--- config.mk ---
export PLATFORM = sky130hd
export DESIGN_NAME = hazard_stall_controller
export DESIGN_NICKNAME = d
export VERILOG_FILES = /design/src/rtl/hazard_stall_controller_pkg.sv /design/src/rtl/hazard_stall_controller_fwd_select_unit.sv /design/src/rtl/hazard_stall_controller.sv
export SDC_FILE = /design/constraint.sdc
export NUM_CORES = 1
export LEC_CHECK = 0
export ABC_AREA = 1
export BUFFER_PORTS_ARGS = -buffer_cell sky130_fd_sc_hd__buf_2
export CAP_MARGIN = 20
export CORE_UTILIZATION = 55
export CTS_CLUSTER_DIAMETER = 60
export DETAILED_ROUTE_END_ITERATION = 10
export GPL_ROUTABILITY_DRIVEN = 0
export HOLD_SLACK_MARGIN = 0.15
export PLACE_DENSITY_LB_ADDON = 0.3
export SLEW_MARGIN = 20
export SYNTH_ARGS = -nofsm -noshare
export SYNTH_HDL_FRONTEND = slang
export SYNTH_SLANG_ARGS = --single-unit
--- constraint.sdc ---
create_clock -name clk -period 4.76 [get_ports clk]
set_clock_uncertainty 0.1 [all_clocks]
set_input_delay 0.714 -clock clk [delete_from_list [all_inputs] [get_ports clk]]
set_output_delay 0.714 -clock clk [all_outputs]
set_load 0.02 [all_outputs]
--- src/rtl/hazard_stall_controller_pkg.sv ---
// Shared encodings for the pipeline hazard/stall controller: action states and
// forwarding mux selects.
package hazard_stall_controller_pkg;

  typedef enum logic [1:0] {
    StRun    = 2'd0,
    StStall  = 2'd1,
    StFlush  = 2'd2,
    StFreeze = 2'd3
  } action_e;

  localparam logic [1:0] FWD_RF  = 2'd0;
  localparam logic [1:0] FWD_EX  = 2'd1;
  localparam logic [1:0] FWD_MEM = 2'd2;
  localparam logic [1:0] FWD_WB  = 2'd3;

endpackage

--- src/rtl/hazard_stall_controller_fwd_select_unit.sv ---
// Per-operand forwarding select: nearest producing stage wins, register 0 never forwards.
module fwd_select_unit
  import hazard_stall_controller_pkg::*;
#(
  parameter int unsigned REG_AW = 5
) (
  input  logic [REG_AW-1:0] src,
  input  logic [REG_AW-1:0] ex_rd,
  input  logic              ex_fwd_ok,
  input  logic [REG_AW-1:0] mem_rd,
  input  logic              mem_rf_le,
  input  logic [REG_AW-1:0] wb_rd,
  input  logic              wb_rf_le,
  output logic [1:0]        sel
);

  logic src_nz;
  assign src_nz = (src != '0);

  always_comb begin
    sel = FWD_RF;
    if (src_nz) begin
      if (ex_fwd_ok && (ex_rd == src)) begin
        sel = FWD_EX;
      end else if (mem_rf_le && (mem_rd == src)) begin
        sel = FWD_MEM;
      end else if (wb_rf_le && (wb_rd == src)) begin
        sel = FWD_WB;
      end
    end
  end

endmodule

--- src/rtl/hazard_stall_controller.sv ---
// Pipeline sequencing controller: Mealy pipe controls, EX operand forwarding selects,
// registered last action and saturating stall/flush/freeze counters.
module hazard_stall_controller
  import hazard_stall_controller_pkg::*;
#(
  parameter int unsigned CNT_W  = 16,
  parameter int unsigned REG_AW = 5
) (
  input  logic              clk,
  input  logic              reset,
  input  logic [REG_AW-1:0] id_ra,
  input  logic              id_ra_used,
  input  logic [REG_AW-1:0] id_rb,
  input  logic              id_rb_used,
  input  logic [REG_AW-1:0] ex_rd,
  input  logic              ex_rf_le,
  input  logic              ex_load,
  input  logic [REG_AW-1:0] mem_rd,
  input  logic              mem_rf_le,
  input  logic [REG_AW-1:0] wb_rd,
  input  logic              wb_rf_le,
  input  logic              branch_taken,
  input  logic              mem_busy,
  input  logic              cnt_clr,
  output logic              pc_le,
  output logic              pc_sel_target,
  output logic              if_id_le,
  output logic              if_id_clr,
  output logic              id_ex_bubble,
  output logic              pipe_freeze,
  output logic [1:0]        fwd_a_sel,
  output logic [1:0]        fwd_b_sel,
  output logic [1:0]        state,
  output logic [CNT_W-1:0]  stall_cnt,
  output logic [CNT_W-1:0]  flush_cnt,
  output logic [CNT_W-1:0]  freeze_cnt
);

  localparam logic [CNT_W-1:0] CntMax = '1;

  action_e    action, state_q;
  logic       lu;
  logic [1:0] sel_a, sel_b;
  logic [CNT_W-1:0] stall_q, flush_q, freeze_q;

  assign lu = ex_load && ex_rf_le && (ex_rd != '0) &&
              ((id_ra_used && (id_ra == ex_rd)) || (id_rb_used && (id_rb == ex_rd)));

  always_comb begin
    if (mem_busy) begin
      action = StFreeze;
    end else if (branch_taken) begin
      action = StFlush;
    end else if (lu) begin
      action = StStall;
    end else begin
      action = StRun;
    end
  end

  always_comb begin
    pc_le         = 1'b0;
    pc_sel_target = 1'b0;
    if_id_le      = 1'b0;
    if_id_clr     = 1'b0;
    id_ex_bubble  = 1'b0;
    pipe_freeze   = 1'b0;
    if (reset) begin
      id_ex_bubble = 1'b1;
    end else begin
      unique case (action)
        StFreeze: pipe_freeze = 1'b1;
        StFlush: begin
          pc_le         = 1'b1;
          pc_sel_target = 1'b1;
          if_id_le      = 1'b1;
          if_id_clr     = 1'b1;
        end
        StStall: id_ex_bubble = 1'b1;
        default: begin
          pc_le    = 1'b1;
          if_id_le = 1'b1;
        end
      endcase
    end
  end

  fwd_select_unit #(.REG_AW(REG_AW)) u_fwd_a (
    .src       (id_ra),
    .ex_rd     (ex_rd),
    .ex_fwd_ok (ex_rf_le && !ex_load),
    .mem_rd    (mem_rd),
    .mem_rf_le (mem_rf_le),
    .wb_rd     (wb_rd),
    .wb_rf_le  (wb_rf_le),
    .sel       (sel_a)
  );

  fwd_select_unit #(.REG_AW(REG_AW)) u_fwd_b (
    .src       (id_rb),
    .ex_rd     (ex_rd),
    .ex_fwd_ok (ex_rf_le && !ex_load),
    .mem_rd    (mem_rd),
    .mem_rf_le (mem_rf_le),
    .wb_rd     (wb_rd),
    .wb_rf_le  (wb_rf_le),
    .sel       (sel_b)
  );

  assign fwd_a_sel = reset ? FWD_RF : sel_a;
  assign fwd_b_sel = reset ? FWD_RF : sel_b;

  always_ff @(posedge clk) begin
    if (reset) begin
      state_q <= StRun;
    end else begin
      state_q <= action;
    end
  end

  // Clear beats increment; each counter sticks at all-ones.
  always_ff @(posedge clk) begin
    if (reset || cnt_clr) begin
      stall_q  <= '0;
      flush_q  <= '0;
      freeze_q <= '0;
    end else begin
      if ((action == StStall) && (stall_q != CntMax))   stall_q  <= stall_q + 1'b1;
      if ((action == StFlush) && (flush_q != CntMax))   flush_q  <= flush_q + 1'b1;
      if ((action == StFreeze) && (freeze_q != CntMax)) freeze_q <= freeze_q + 1'b1;
    end
  end

  assign state      = state_q;
  assign stall_cnt  = stall_q;
  assign flush_cnt  = flush_q;
  assign freeze_cnt = freeze_q;

endmodule
==> flow_metrics.env <==
export IMPL_status="finished clean"
export IMPL_tightestPinTransition_ps=423
export IMPL_cts_buffer_depth=2
export IMPL_whs_ps=390
export IMPL_yosysWarnings=0
export IMPL_start_util_pct=58.2
export IMPL_postCtsHoldBufs=0
export IMPL_grt_pass1_vias=2985
export IMPL_htree_num_levels=2
export IMPL_root_buffer="clkbuf_8"
export IMPL_synth_top_cell_area_share_pct=33.0
export IMPL_fmax_ghz=0.368
export IMPL_grt_max_degree=39
export IMPL_synth_compound_area_share_pct=15.5
export IMPL_clock_latency_ps=310
export IMPL_yosysTopAreaCell="dfxtp_1"
export IMPL_ys_ff_latch=50
export IMPL_final_setup_tns_ps=0
export IMPL_core_area_mm2=0.00520
export IMPL_yosysSeqAreaShare_pct=33.0
export IMPL_hold_viol=0
export IMPL_dr_total_vias=3423
export IMPL_slew_viol_final=0
export IMPL_synth_top_family_by_area="simple AND/OR/NAND/NOR gates"
export IMPL_startpoint_type="input port"
export IMPL_synth_simple_area_share_pct=35.1
export IMPL_synth_fa_ha_area_share_pct=1.24
export IMPL_wl_per_cell_um=12.1
export IMPL_fp_dieH_um=76.2
export IMPL_critical_path_class="in -> out"
export IMPL_worstPathMaxFanout=5
export IMPL_antenna_found_initial=0
export IMPL_cts_resized=0
export IMPL_ant_nets=0
export IMPL_dieArea_mm2=0.00581
export IMPL_tritoncts="yes"
export IMPL_grt_usage_pct=27.0
export IMPL_clock_sinks=50
export IMPL_cp_top_family="compound AO/OA/AOI/OAI gates"
export IMPL_ys_types=35
export IMPL_arrival_ps=1900
export IMPL_grt_pass1_wl_mm=13.0
export IMPL_first_iter_violations=188
export IMPL_numCtsBuffers=5
export IMPL_die_width_um=76.2
export IMPL_drive_above_1_share_pct=20.4
export IMPL_p_leak_nw=1.69
export IMPL_synth_mux_area_share_pct=0
export IMPL_synth_xor_area_share_pct=3.47
export IMPL_syn_inst=481
export IMPL_grt_ovfl_total=0
export IMPL_wl_mm=7.77
export IMPL_path_clk_slew_ps=90
export IMPL_max_cap_viol_count=0
export IMPL_critPathCaptureType="output port"
export IMPL_avgViaCountPerCell=5.32
export IMPL_max_stage_delay_ps=310
export IMPL_dp_hpwl_mm=5.99
export IMPL_area_growth_pct=19.5
export IMPL_cts_post_setup_buffers_inserted=0
export IMPL_cp_slowest_cell="nor4_1"
export IMPL_cp_buffers_inverters=2
export IMPL_worstPathCellList="buf_2 > a21oi_1 > o2111ai_1 > nor4_1 > o21ai_0 > nor2_1 > buf_2"
export IMPL_pin_count=96
export IMPL_critPathMostFrequentCell="buf_2"
export IMPL_maxSlewHeadroom_pct=71.7
export IMPL_port_buffer_count=95
export IMPL_syn_num_nets=520
export IMPL_finalSetupViolCount=0
export IMPL_firstDrtPassIters=6
export IMPL_syn_area_mm2=0.00303
export IMPL_fin_crit_sh_pct=57.0
export IMPL_rsz0062_at_grt="no"
export IMPL_hold_path_class="reg -> reg"
export IMPL_required_ps=3950
export IMPL_rows=26
export IMPL_drc_errors=0
export IMPL_antenna_cells=0
export IMPL_syn_area_per_cell_um2=6.30
export IMPL_final_nets=613
export IMPL_worst_ir_drop_vdd_uv=124
export IMPL_power_density_mw_per_mm2=211
export IMPL_period_needed_ps=2720
export IMPL_yosys_top_cells_area="dfxtp_1 (33%), nand2_1 (13%), inv_1 (8.4%)"
## path summary, 6_finish.rpt
| path | from | end | slack [ps] | cells past startpoint |
|---|---|---|---|---|
| worst min-delay path | flush_cnt[15] | flush_cnt[15] | 390 | 2 |
| worst max register to register | freeze_cnt[0] | freeze_cnt[15] | 2720 | 13 |
| worst min register to register | flush_cnt[15] | flush_cnt[15] | 390 | 2 |
| worst max-delay path | id_rb[3] | fwd_b_sel[1] | 2040 | 7 |
## layout make-up
type                       count  area (um2)
inverter                      78         293
multi-input combinational    343        1680
sequential                    50        1000
fill                         495        1580
tap                           70        87.6
clock inverter                 1        7.51
timing repair buffer          96         483
clock buffer                   6        72.6
## cells by family (layout without fill, tap and decap cells)
logic type      count (synthesis)  count (layout)
simple gates                  241             241
buf+inv                        88             181
compound gates                 87              87
flops                          50              50
xor+xnor                       12              12
fa+ha+maj                       3               3
## state kept, by name, summed over array words and instances (netlist names)
name	flops
flush_cnt	16
freeze_cnt	16
state	2
stall_cnt	16
## metrics by stage
| stage | setup slack [ps] | instances | util [%] | cell area [um2] | total power, mW |
|---|---|---|---|---|---|
| global placement | 2170 | 637 | 68.0 | 3540 | 0.525 |
| floorplan | 2180 | 481 | - | 3030 | 0.488 |
| global route | 1870 | 644 | 69.6 | 3620 | 0.794 |
| CTS | 2100 | 644 | 69.6 | 3620 | 0.766 |
| detailed placement | 2110 | 637 | 68.0 | 3540 | 0.527 |
| finish | 2040 | 644 | 69.6 | 3620 | 0.764 |
## placed cells by master, fill, tap and decap left out
| cell | n |
|---|---|
| dfxtp_1 | 50 |
| clkbuf_1 | 1 |
| a211oi_1 | 1 |
| clkbuf_8 | 5 |
| o31ai_1 | 2 |
| clkinv_1 | 2 |
| o21ai_0 | 28 |
| nand4_1 | 14 |
| a21oi_1 | 41 |
| o2111ai_1 | 2 |
| nand3_4 | 1 |
| nor3_1 | 18 |
| buf_4 | 1 |
| or2_1 | 1 |
| nor2_1 | 61 |
| nand2_1 | 103 |
| nand2_2 | 1 |
| buf_2 | 95 |
| nand3_1 | 30 |
| xnor2_1 | 2 |
| a31o_2 | 1 |
| nor2_8 | 1 |
| o21a_1 | 1 |
| nor2_2 | 3 |
| and3_1 | 1 |
| nor3b_1 | 2 |
| o22ai_1 | 8 |
| inv_2 | 8 |
| clkinvlp_4 | 1 |
| inv_1 | 68 |
| xor2_1 | 10 |
| o21ai_1 | 1 |
| nor4_1 | 5 |
| ha_1 | 3 |
| a31oi_1 | 2 |
## report_power, final
| part | leakage (nW) | internal, mW | switching, mW |
|---|---|---|---|
| Combinational | 1.25 | 0.0343 | 0.0629 |
| Clock | 0.0373 | 0.101 | 0.144 |
| Sequential | 0.403 | 0.420 | 0.00132 |
| Total | 1.69 | 0.555 | 0.209 |
## metal layers
metal  GRT usage, %  routed length (um)
met5              0                   0
met4           9.04                 113
met3           3.95                 442
met2           47.8                3770
met1           33.2                3440
## worst reg2reg max path: cells and delay by family (launching register included)
family | cells | cell delay (ps)
fa+ha+maj | 1 | 220
simple gates | 10 | 1140
flops | 1 | 350
buf+inv | 2 | 160
## cells in the mapped netlist
| library cell | number |
|---|---|
| nand3_1 | 30 |
| a21oi_1 | 41 |
| nor2_2 | 2 |
| o21ai_1 | 1 |
| clkinv_1 | 2 |
| buf_2 | 2 |
| buf_4 | 2 |
| nand3_4 | 1 |
| xnor2_1 | 2 |
| nor2_8 | 1 |
| nor3b_1 | 2 |
| ha_1 | 3 |
| clkbuf_1 | 3 |
| nor3_1 | 18 |
| inv_1 | 68 |
| dfxtp_1 | 50 |
| a211oi_1 | 1 |
| buf_1 | 1 |
| nand2_1 | 103 |
| nor2_1 | 62 |
| and3_1 | 1 |
| nand2_2 | 1 |
| xor2_1 | 10 |
| o21ai_0 | 28 |
| o21a_1 | 1 |
| or2_1 | 1 |
| o2111ai_1 | 2 |
| buf_6 | 2 |
| inv_2 | 8 |
| o31ai_1 | 2 |
| a31o_2 | 1 |
| a31oi_1 | 2 |
| o22ai_1 | 8 |
| nand4_1 | 14 |
| nor4_1 | 5 |
Power figures use the tool's default switching activity.
